[config.mk]
export PLATFORM = sky130hd
export DESIGN_NAME = calc_key_scheduler
export DESIGN_NICKNAME = d
export VERILOG_FILES = /design/src/rtl/calc_key_scheduler.sv
export SDC_FILE = /design/constraint.sdc
export NUM_CORES = 1
export LEC_CHECK = 0
export ABC_AREA = 1
export BUFFER_PORTS_ARGS = -buffer_cell sky130_fd_sc_hd__buf_2
export CAP_MARGIN = 20
export CORE_ASPECT_RATIO = 1.25
export CORE_MARGIN = 2
export CORE_UTILIZATION = 48
export CTS_CLUSTER_DIAMETER = 30
export DETAILED_ROUTE_END_ITERATION = 8
export PLACE_DENSITY = 0.69
export SYNTH_ARGS = -nofsm -noshare
export SYNTH_HDL_FRONTEND = slang
export SYNTH_SLANG_ARGS = --single-unit
[constraint.sdc]
create_clock -name clk -period 4.7 [get_ports clk]
set_input_delay 0.94 -clock clk [delete_from_list [all_inputs] [get_ports clk]]
set_output_delay 0.94 -clock clk [all_outputs]
set_load 0.01 [all_outputs]
[src/rtl/calc_key_scheduler.sv]
`default_nettype none
// ============================================================================
//  Module      : calc_key_scheduler
//  Description : Arbitrates key events from the keypad and an auxiliary/replay
//                requester into a FIFO. Each buffered key is replayed to the
//                calculator core as a paced key_pressed pulse with a stable
//                keypad_out, so that the core's edge detector and multi-cycle
//                states settle before the next key arrives.
//  Revision    : 1.0 - initial release
// ----------------------------------------------------------------------------
//  Parameters
//    FIFO_DEPTH  : key buffer entries (power of 2, >= 2)
//    HOLD_CYCLES : cycles key_pressed stays high per key (>= 1)
//    GAP_CYCLES  : low cycles after each key before the next pop (>= 1)
//  Ports
//    clk, reset          : clock, synchronous active-high reset
//    kp_valid/code/ready : keypad requester handshake (5-bit code)
//    aux_valid/code/ready: auxiliary requester handshake (5-bit code)
//    key_pressed         : registered key strobe to the core
//    keypad_out          : registered 25-bit key code (zero-extended)
//    fifo_count          : current FIFO occupancy
//    busy                : FIFO non-empty or pulse engine not idle
//  Build option
//    KEYSCHED_DROP_INVALID_EN : when defined, accepted codes >= 5'h10 are
//                               consumed by the handshake but not enqueued.
// ============================================================================
module calc_key_scheduler #(
    parameter int FIFO_DEPTH  = 8,
    parameter int HOLD_CYCLES = 4,
    parameter int GAP_CYCLES  = 4
) (
    input  logic                              clk,
    input  logic                              reset,
    input  logic                              kp_valid,
    input  logic [4:0]                        kp_code,
    output logic                              kp_ready,
    input  logic                              aux_valid,
    input  logic [4:0]                        aux_code,
    output logic                              aux_ready,
    output logic                              key_pressed,
    output logic [24:0]                       keypad_out,
    output logic [$clog2(FIFO_DEPTH+1)-1:0]   fifo_count,
    output logic                              busy
);

    localparam int c_cnt_w = $clog2(FIFO_DEPTH + 1);
    localparam int c_ptr_w = $clog2(FIFO_DEPTH);
    localparam int c_max_cyc = (HOLD_CYCLES > GAP_CYCLES) ? HOLD_CYCLES : GAP_CYCLES;
    localparam int c_tmr_w = $clog2(c_max_cyc + 1);

    localparam logic [c_cnt_w-1:0] c_full_cnt = c_cnt_w'(FIFO_DEPTH);
    localparam logic [c_tmr_w-1:0] c_hold_ld  = c_tmr_w'(HOLD_CYCLES - 1);
    localparam logic [c_tmr_w-1:0] c_gap_ld   = c_tmr_w'(GAP_CYCLES - 1);

    typedef enum logic [1:0] {
        ST_IDLE   = 2'd0,
        ST_ASSERT = 2'd1,
        ST_GAP    = 2'd2
    } state_t;

    // ------------------------------------------------------------------------
    // Registered state
    // ------------------------------------------------------------------------
    logic [4:0]          r_mem [FIFO_DEPTH];
    logic [c_ptr_w-1:0]  r_wr_ptr;
    logic [c_ptr_w-1:0]  r_rd_ptr;
    logic [c_cnt_w-1:0]  r_count;
    logic                r_rr_aux;      // 1: auxiliary wins the next contest
    state_t              r_state;
    logic [c_tmr_w-1:0]  r_tmr;
    logic                r_key_pressed;
    logic [4:0]          r_code;

    // ------------------------------------------------------------------------
    // Combinational signals
    // ------------------------------------------------------------------------
    logic                w_full;
    logic                w_kp_ready;
    logic                w_aux_ready;
    logic                w_rr_flip;
    logic                w_kp_take;
    logic                w_aux_take;
    logic                w_accept;
    logic [4:0]          w_code;
    logic                w_push;
    logic                w_pop;
    state_t              w_state_nxt;
    logic [c_tmr_w-1:0]  w_tmr_nxt;
    logic                w_key_pressed_nxt;
    logic [4:0]          w_code_nxt;

    // Full is taken from the registered (pre-pop) count, so a pop in the
    // same cycle never opens a slot for a push.
    assign w_full = (r_count == c_full_cnt);

    // ------------------------------------------------------------------------
    // Arbitration: one accept per cycle, round-robin only on contention
    // ------------------------------------------------------------------------
    always_comb begin
        w_kp_ready  = 1'b0;
        w_aux_ready = 1'b0;
        w_rr_flip   = 1'b0;
        if (!w_full) begin
            if (kp_valid && aux_valid) begin
                w_rr_flip = 1'b1;
                if (r_rr_aux) begin
                    w_aux_ready = 1'b1;
                end else begin
                    w_kp_ready = 1'b1;
                end
            end else begin
                w_kp_ready  = kp_valid;
                w_aux_ready = aux_valid;
            end
        end
    end

    assign w_kp_take  = kp_valid  && w_kp_ready;
    assign w_aux_take = aux_valid && w_aux_ready;
    assign w_accept   = w_kp_take || w_aux_take;
    assign w_code     = w_aux_take ? aux_code : kp_code;

`ifdef KEYSCHED_DROP_INVALID_EN
    // Codes with bit 4 set complete the handshake but are silently dropped.
    assign w_push = w_accept && !w_code[4];
`else
    assign w_push = w_accept;
`endif

    assign w_pop = (r_state == ST_IDLE) && (r_count != '0);

    // ------------------------------------------------------------------------
    // FIFO storage (data array needs no reset; pointers/count guard it)
    // ------------------------------------------------------------------------
    always_ff @(posedge clk) begin
        if (w_push) begin
            r_mem[r_wr_ptr] <= w_code;
        end
    end

    always_ff @(posedge clk) begin
        if (reset) begin
            r_wr_ptr <= '0;
            r_rd_ptr <= '0;
            r_count  <= '0;
            r_rr_aux <= 1'b0;
        end else begin
            // Power-of-two depth: pointers wrap naturally on overflow.
            if (w_push) begin
                r_wr_ptr <= r_wr_ptr + 1'b1;
            end
            if (w_pop) begin
                r_rd_ptr <= r_rd_ptr + 1'b1;
            end
            case ({w_push, w_pop})
                2'b10:   r_count <= r_count + 1'b1;
                2'b01:   r_count <= r_count - 1'b1;
                default: r_count <= r_count;
            endcase
            if (w_rr_flip) begin
                r_rr_aux <= ~r_rr_aux;
            end
        end
    end

    // ------------------------------------------------------------------------
    // Pulse engine: IDLE -> ASSERT (HOLD_CYCLES) -> GAP (GAP_CYCLES) -> IDLE
    // ------------------------------------------------------------------------
    always_ff @(posedge clk) begin
        if (reset) begin
            r_state       <= ST_IDLE;
            r_tmr         <= '0;
            r_key_pressed <= 1'b0;
            r_code        <= '0;
        end else begin
            r_state       <= w_state_nxt;
            r_tmr         <= w_tmr_nxt;
            r_key_pressed <= w_key_pressed_nxt;
            r_code        <= w_code_nxt;
        end
    end

    always_comb begin
        w_state_nxt       = r_state;
        w_tmr_nxt         = r_tmr;
        w_key_pressed_nxt = r_key_pressed;
        w_code_nxt        = r_code;
        case (r_state)
            ST_IDLE: begin
                if (w_pop) begin
                    w_code_nxt        = r_mem[r_rd_ptr];
                    w_key_pressed_nxt = 1'b1;
                    w_tmr_nxt         = c_hold_ld;
                    w_state_nxt       = ST_ASSERT;
                end
            end
            ST_ASSERT: begin
                if (r_tmr == '0) begin
                    w_key_pressed_nxt = 1'b0;
                    w_tmr_nxt         = c_gap_ld;
                    w_state_nxt       = ST_GAP;
                end else begin
                    w_tmr_nxt = r_tmr - 1'b1;
                end
            end
            ST_GAP: begin
                if (r_tmr == '0) begin
                    w_state_nxt = ST_IDLE;
                end else begin
                    w_tmr_nxt = r_tmr - 1'b1;
                end
            end
            default: begin
                w_state_nxt       = ST_IDLE;
                w_key_pressed_nxt = 1'b0;
            end
        endcase
    end

    // ------------------------------------------------------------------------
    // Outputs
    // ------------------------------------------------------------------------
    assign kp_ready    = w_kp_ready;
    assign aux_ready   = w_aux_ready;
    assign key_pressed = r_key_pressed;
    assign keypad_out  = {20'b0, r_code};
    assign fifo_count  = r_count;
    assign busy        = (r_count != '0) || (r_state != ST_IDLE);

endmodule
`default_nettype wire

Word-level counts from Yosys, hierarchy flattened --
Memory sizes are Yosys's and may differ from the RTL's. A register that Yosys moved wholly into a read port is not among the register bits. Index checks and enable logic that the tools add are counted.
Storage, ports and cells: input bits 14, register bits after elaboration 17, bits in read-only memories 0, bits in writable memories 40, memories kept 1, logic and storage cells 63, bits in latches 0
Memories:
- r_mem | words 8, bits a word 5, rd ports 1, clocked after memory_dff 1, wr ports 1, line 64 | logic [4:0] r_mem [FIFO_DEPTH];
Operators by class: div/mod/pow operators 0, bitwise operators 2, add/subtract/negate cells 5, multipliers 0, reductions and logical operators 16, shift-type cells 0, mux-type cells 23, equality and inequality tests 9, $lt $le $gt $ge 0
Operators with widths (number):
- $mux W1 | 12
- $mux W3 | 3
- $pmux W3 S3 | 1
- $reduce_and A3 Y1 | 3
- $ne A2 B2 Y1 const B | 4
- $pmux W4 S2 | 1
- $add A3 B1 Y3 const B | 2
- $mux W2 | 3
- $pmux W2 S3 | 1
- $mux W5 | 1
- $add A4 B1 Y4 const B | 1
- $eq A2 B1 Y1 const B | 2
- $eq A2 B2 Y1 const B | 2
- $eq A4 B4 Y1 const B | 1
- $logic_and A1 B1 Y1 | 4
- $reduce_bool A2 Y1 | 2
- $reduce_bool A4 Y1 | 1
- $sub A4 B1 Y4 const B | 1
- $logic_not A3 Y1 | 1
- $pmux W1 S3 | 1
- $reduce_bool A3 Y1 | 1
- $sub A3 B1 Y3 const B | 1
- $logic_not A2 Y1 | 1
- $logic_or A1 B1 Y1 | 2
- other kinds (2) | 3

Longest topological paths before layout --
depth after elaboration 7, mapped depth 15

Least setup slack after synthesis --
Ideal clock, no wire load.
kind input to register, from input port aux_valid, to register r_count[2], in the netlist fifo_count[2], setup time 0.115 ns, stages on the path 12, path buffers 0, slack 2.209 ns, data arrival time 2.375 ns, cell sequence a21boi_1 > nand2_4 > nand2_4 > clkinv_2 > ha_1 > nor2_1 > nor2_2 > ha_1 > a21oi_1 > xnor2_1 > o21ai_0 > inv_1
On the way: longest elaborated chain between the ends 7, elaborated cells on any way between the ends 12, classes of those cells eq/ne (2); mux (5); reduce/logical (5)
RTL lines:
- start: declaration | line 37 | input logic aux_valid,
- $logic_and A1 B1 Y1 | line 104 | if (kp_valid && aux_valid) begin
- $mux W1 | line 104
- $mux W1 | line 103 | if (!w_full) begin
- $logic_and A1 B1 Y1 (on tied branches) | line 118, 119
- $logic_or A1 B1 Y1 (*) | line 120 | assign w_accept = w_kp_take || w_aux_take;
- $eq A2 B1 Y1 or $eq A2 B2 Y1 (tied branches) | line 155 | case ({w_push, w_pop})
- $pmux W4 S2 or $reduce_bool A2 Y1 (tied branches)
- end signal: assignment | line 156 | 2'b10: r_count <= r_count + 1'b1;
- end signal: assignment | line 157 | 2'b01: r_count <= r_count - 1'b1;
- end signal: assignment | line 158 | default: r_count <= r_count;
- end: declaration | line 67 | logic [c_cnt_w-1:0] r_count;
Every way passes the cells marked *; elsewhere a longest branch is shown, timed or not. A chain may end at the register's enable or synchronous reset.

Final worst setup path --
from input port aux_valid, to output port aux_ready
On the way: longest elaborated chain between the ends 3
RTL lines:
- $logic_and A1 B1 Y1 | line 104
- $mux W1 (*) | line 104
- $mux W1 (*) | line 103
- end: declaration | line 39 | output logic aux_ready,
Marked as above.

==> metrics.md <==
| Metric | Value |
|---|---|
| Status | `finished clean` |
| Min cycle time layout | `2.65 ns` |
| Hold depth | `2` |
| Max Cap Violations | `0` |
| Final TNS setup | `0 ns` |
| CTS tree | `built` |
| Worst Path Required | `3.76 ns` |
| Hold Crit Start | `r_code[2]$_SDFFE_PP0P_` |
| Antenna diodes | `0` |
| Final HPWL DP | `4290 um` |
| Critical path class | `in2out` |
| Clk pin slew, worst setup/hold paths | `0.07 ns` |
| Synth Warn # | `0` |
| 1st-iter DRT viols | `132` |
| # rows | `33` |
| Fillers | `610` |
| Finish-stage setup viols | `0` |
| CTS Hold Bufs | `0` |
| Layout cell share with drive strength beyond 1 | `0.149` |
| P&R area growth vs syn | `10.2%` |
| Mean cell area of the mapped netlist | `8.57 um^2` |
| VDD IR max | `246 uV` |
| Pwr dens | `576 nW/um^2` |
| DIE AREA | `7290 um^2` |
| Actual slew at the worst max-slew pin | `0.776 ns` |
| Post-DRT Antenna Nets | `0` |
| Ports | `47` |
| Overflow after GRT | `0` |
| CTS sink cnt | `62` |
| Final Skew | `0.00833 ns` |
| Max Transition Viols Final | `0` |
| Core Footprint | `6480 um^2` |
| Aggregate routed wire length | `5980 um` |
| Via count | `2316` |
| Post-CTS sizing | `0` |
| RSZ-0062 raised after global routing | `false` |
| Largest net degree at the start of global routing | `23` |
| Initial antenna violation count | `0` |
| Worst Path Max Fanout | `7` |
| Die H | `95.0 um` |
| Worst-Skew Late Latency | `0.34 ns` |
| Post-synth EDFFs | `40` |
| Top cells by area, synth | `edfxtp_1, dfxtp_1, nand2_1, inv_1, nand3_1` |
| Post-CTS setup buffer count | `0` |
| Max Freq | `377 MHz` |
| Worst slew margin | `0.482` |
| HP Class | `reg2reg` |
| Asr flop ratio synth | `0` |
| Starting Density | `0.490` |
| Critical path arrival | `1.71 ns` |
| Mapped Area | `3180 um^2` |
| Vias/cell | `4.73` |
| Seq/Total Area, Yosys | `0.516` |
| Final Cell Area | `3500 um^2` |
| CTS Buffer Depth | `2` |
| Startpoint types | `input port` |
| Worst Setup SP | `aux_valid` |
| Num CTS Buffers | `9` |
| Top-area cell type share of the netlist area | `0.378` |
| Synth Flop Type | `edfxtp_1` |
| R2r startpoint | `r_state[0]$_SDFFE_PP0P_` |
| Post-synthesis cell type count | `31` |
| H-tree level count | `3` |
| First-pass detailed-route iteration total | `4` |
| First-pass GRT wire length | `9980 um` |
| Final hold viol count | `0` |
| CP endpoint kind | `output port` |
| Yosys top cell by area | `edfxtp_1` |
| Total Nets Final | `423` |
| Tcrit/Tclk final | `0.565` |
| Chip Width | `76.8 um` |
| Placed inst area | `3290 um^2` |
| Gp weighted congestion | `0.804` |
| R2R cell count | `12` |
| LEAKAGE | `1.66 nW` |
| Mapped Cells | `371` |
| Drt wl/cell | `12.2 um` |
| Seq cells post-synth | `62` |
| Residual DRC count | `0` |
| CTS Root Buffer Type | `clkbuf_8` |
| PortBufs | `26` |
| Global Route Usage Sum | `0.178` |
| Vias in the first global route | `2150` |
==> path summary, 6_finish.rpt <==
kind                                                    to  slack [ns]
worst min-delay path                r_code[2]$_SDFFE_PP0P_        0.46
worst min register to register      r_code[2]$_SDFFE_PP0P_        0.46
worst max-delay path                             aux_ready        2.05
worst max register to register  fifo_count[2]$_SDFFE_PP0P_        2.48
==> critical path: stages <==
cell and delay, ns:
buf_2 0.10, a21boi_1 0.24, nand2_4 0.12, inv_1 0.15
buf_2 0.16
==> layer usage <==
metal / routed length, um / global-route usage / vias to the layer above
met3: 267 / 0.0258 / 14
met1: 2710 / 0.229 / 1051
met2: 2850 / 0.294 / 56
met5: 0 / 0 / -
met4: 146 / 0.0939 / 0
li1: - / - / 1195
==> stage by stage <==
step	worst slack [ns]	hold slack, ns	cells	utilization	power [W]
after floorplan	2.21	0.459	390	-	0.00136
after global placement	2.02	0.452	474	0.508	0.00151
after detailed placement	1.97	0.453	474	0.508	0.00153
after CTS	2.04	0.464	490	0.541	0.00203
after global routing	1.94	0.499	490	0.541	0.00218
final	2.05	0.461	490	0.541	0.00202
==> cell families (layout without fill, tap and decap cells) <==
kind of cell               Yosys count  in the layout  share of synthesized area
xor gates and xnor gates             2              2                    0.00551
other                                1             20                    0.00118
and+or+nand+nor                    164            164                      0.231
buffers and inverters               94            107                      0.139
AOI/OAI and AO/OA                   37             37                     0.0630
DFF                                 62             62                      0.516
adders and majority gates           11             11                     0.0433
==> cell usage in the layout (no fill, tap or decap), drive strengths merged, types with 2 or more instances in the layout <==
master / Yosys / layout
a21oi: 16 / 16
edfxtp: 40 / 40
nand2: 97 / 97
clkbuf: 2 / 9
a21boi: 2 / 2
dfxtp: 22 / 22
clkinvlp: 0 / 2
nand3: 41 / 41
buf: 27 / 26
bufinv: 0 / 2
clkinv: 1 / 4
o21ai: 18 / 18
ha: 11 / 11
conb: 1 / 20
inv: 64 / 64
nor2: 24 / 24
xnor2: 2 / 2
==> power breakdown <==
part / switching, W / internal [W] / leakage [nW]
registers: 0.0000902 / 0.000692 / 0.547
logic: 0.000480 / 0.000256 / 1.01
clock network: 0.000206 / 0.000294 / 0.103
==> layout make-up <==
type | instances | area, um^2 | share of cell area
Multi-Input combinational cell | 234 | 1170 | 0.333
Tap cell | 87 | 109 | 0.0311
Clock inverter | 7 | 88.8 | 0.0253
Timing Repair Buffer | 26 | 130 | 0.0371
Clock buffer | 9 | 124 | 0.0353
Inverter | 65 | 245 | 0.0700
Sequential cell | 62 | 1640 | 0.468
==> registers in the layout, summed over array words and instances, names as in the netlist <==
name	flops
r_rd_ptr	3
r_wr_ptr	3
r_tmr	3
r_rr_aux	1
fifo_count	4
r_code	5
r_mem	40
r_state	2
key_pressed	1
==> Yosys cell counts (2+ instances only) <==
cell type and instances:
nand2_1 91, inv_1 60, edfxtp_1 40, nand3_1 38, dfxtp_1 22, nor2_1 22
buf_4 20, a21oi_1 15, o21ai_0 13, ha_1 11, buf_2 5, inv_2 4
nand2_2 4, o21ai_1 4, a21boi_1 2, clkbuf_1 2, nand2_4 2, nand3_2 2
xnor2_1 2
Note: power is estimated with default switching activity, not from simulation.
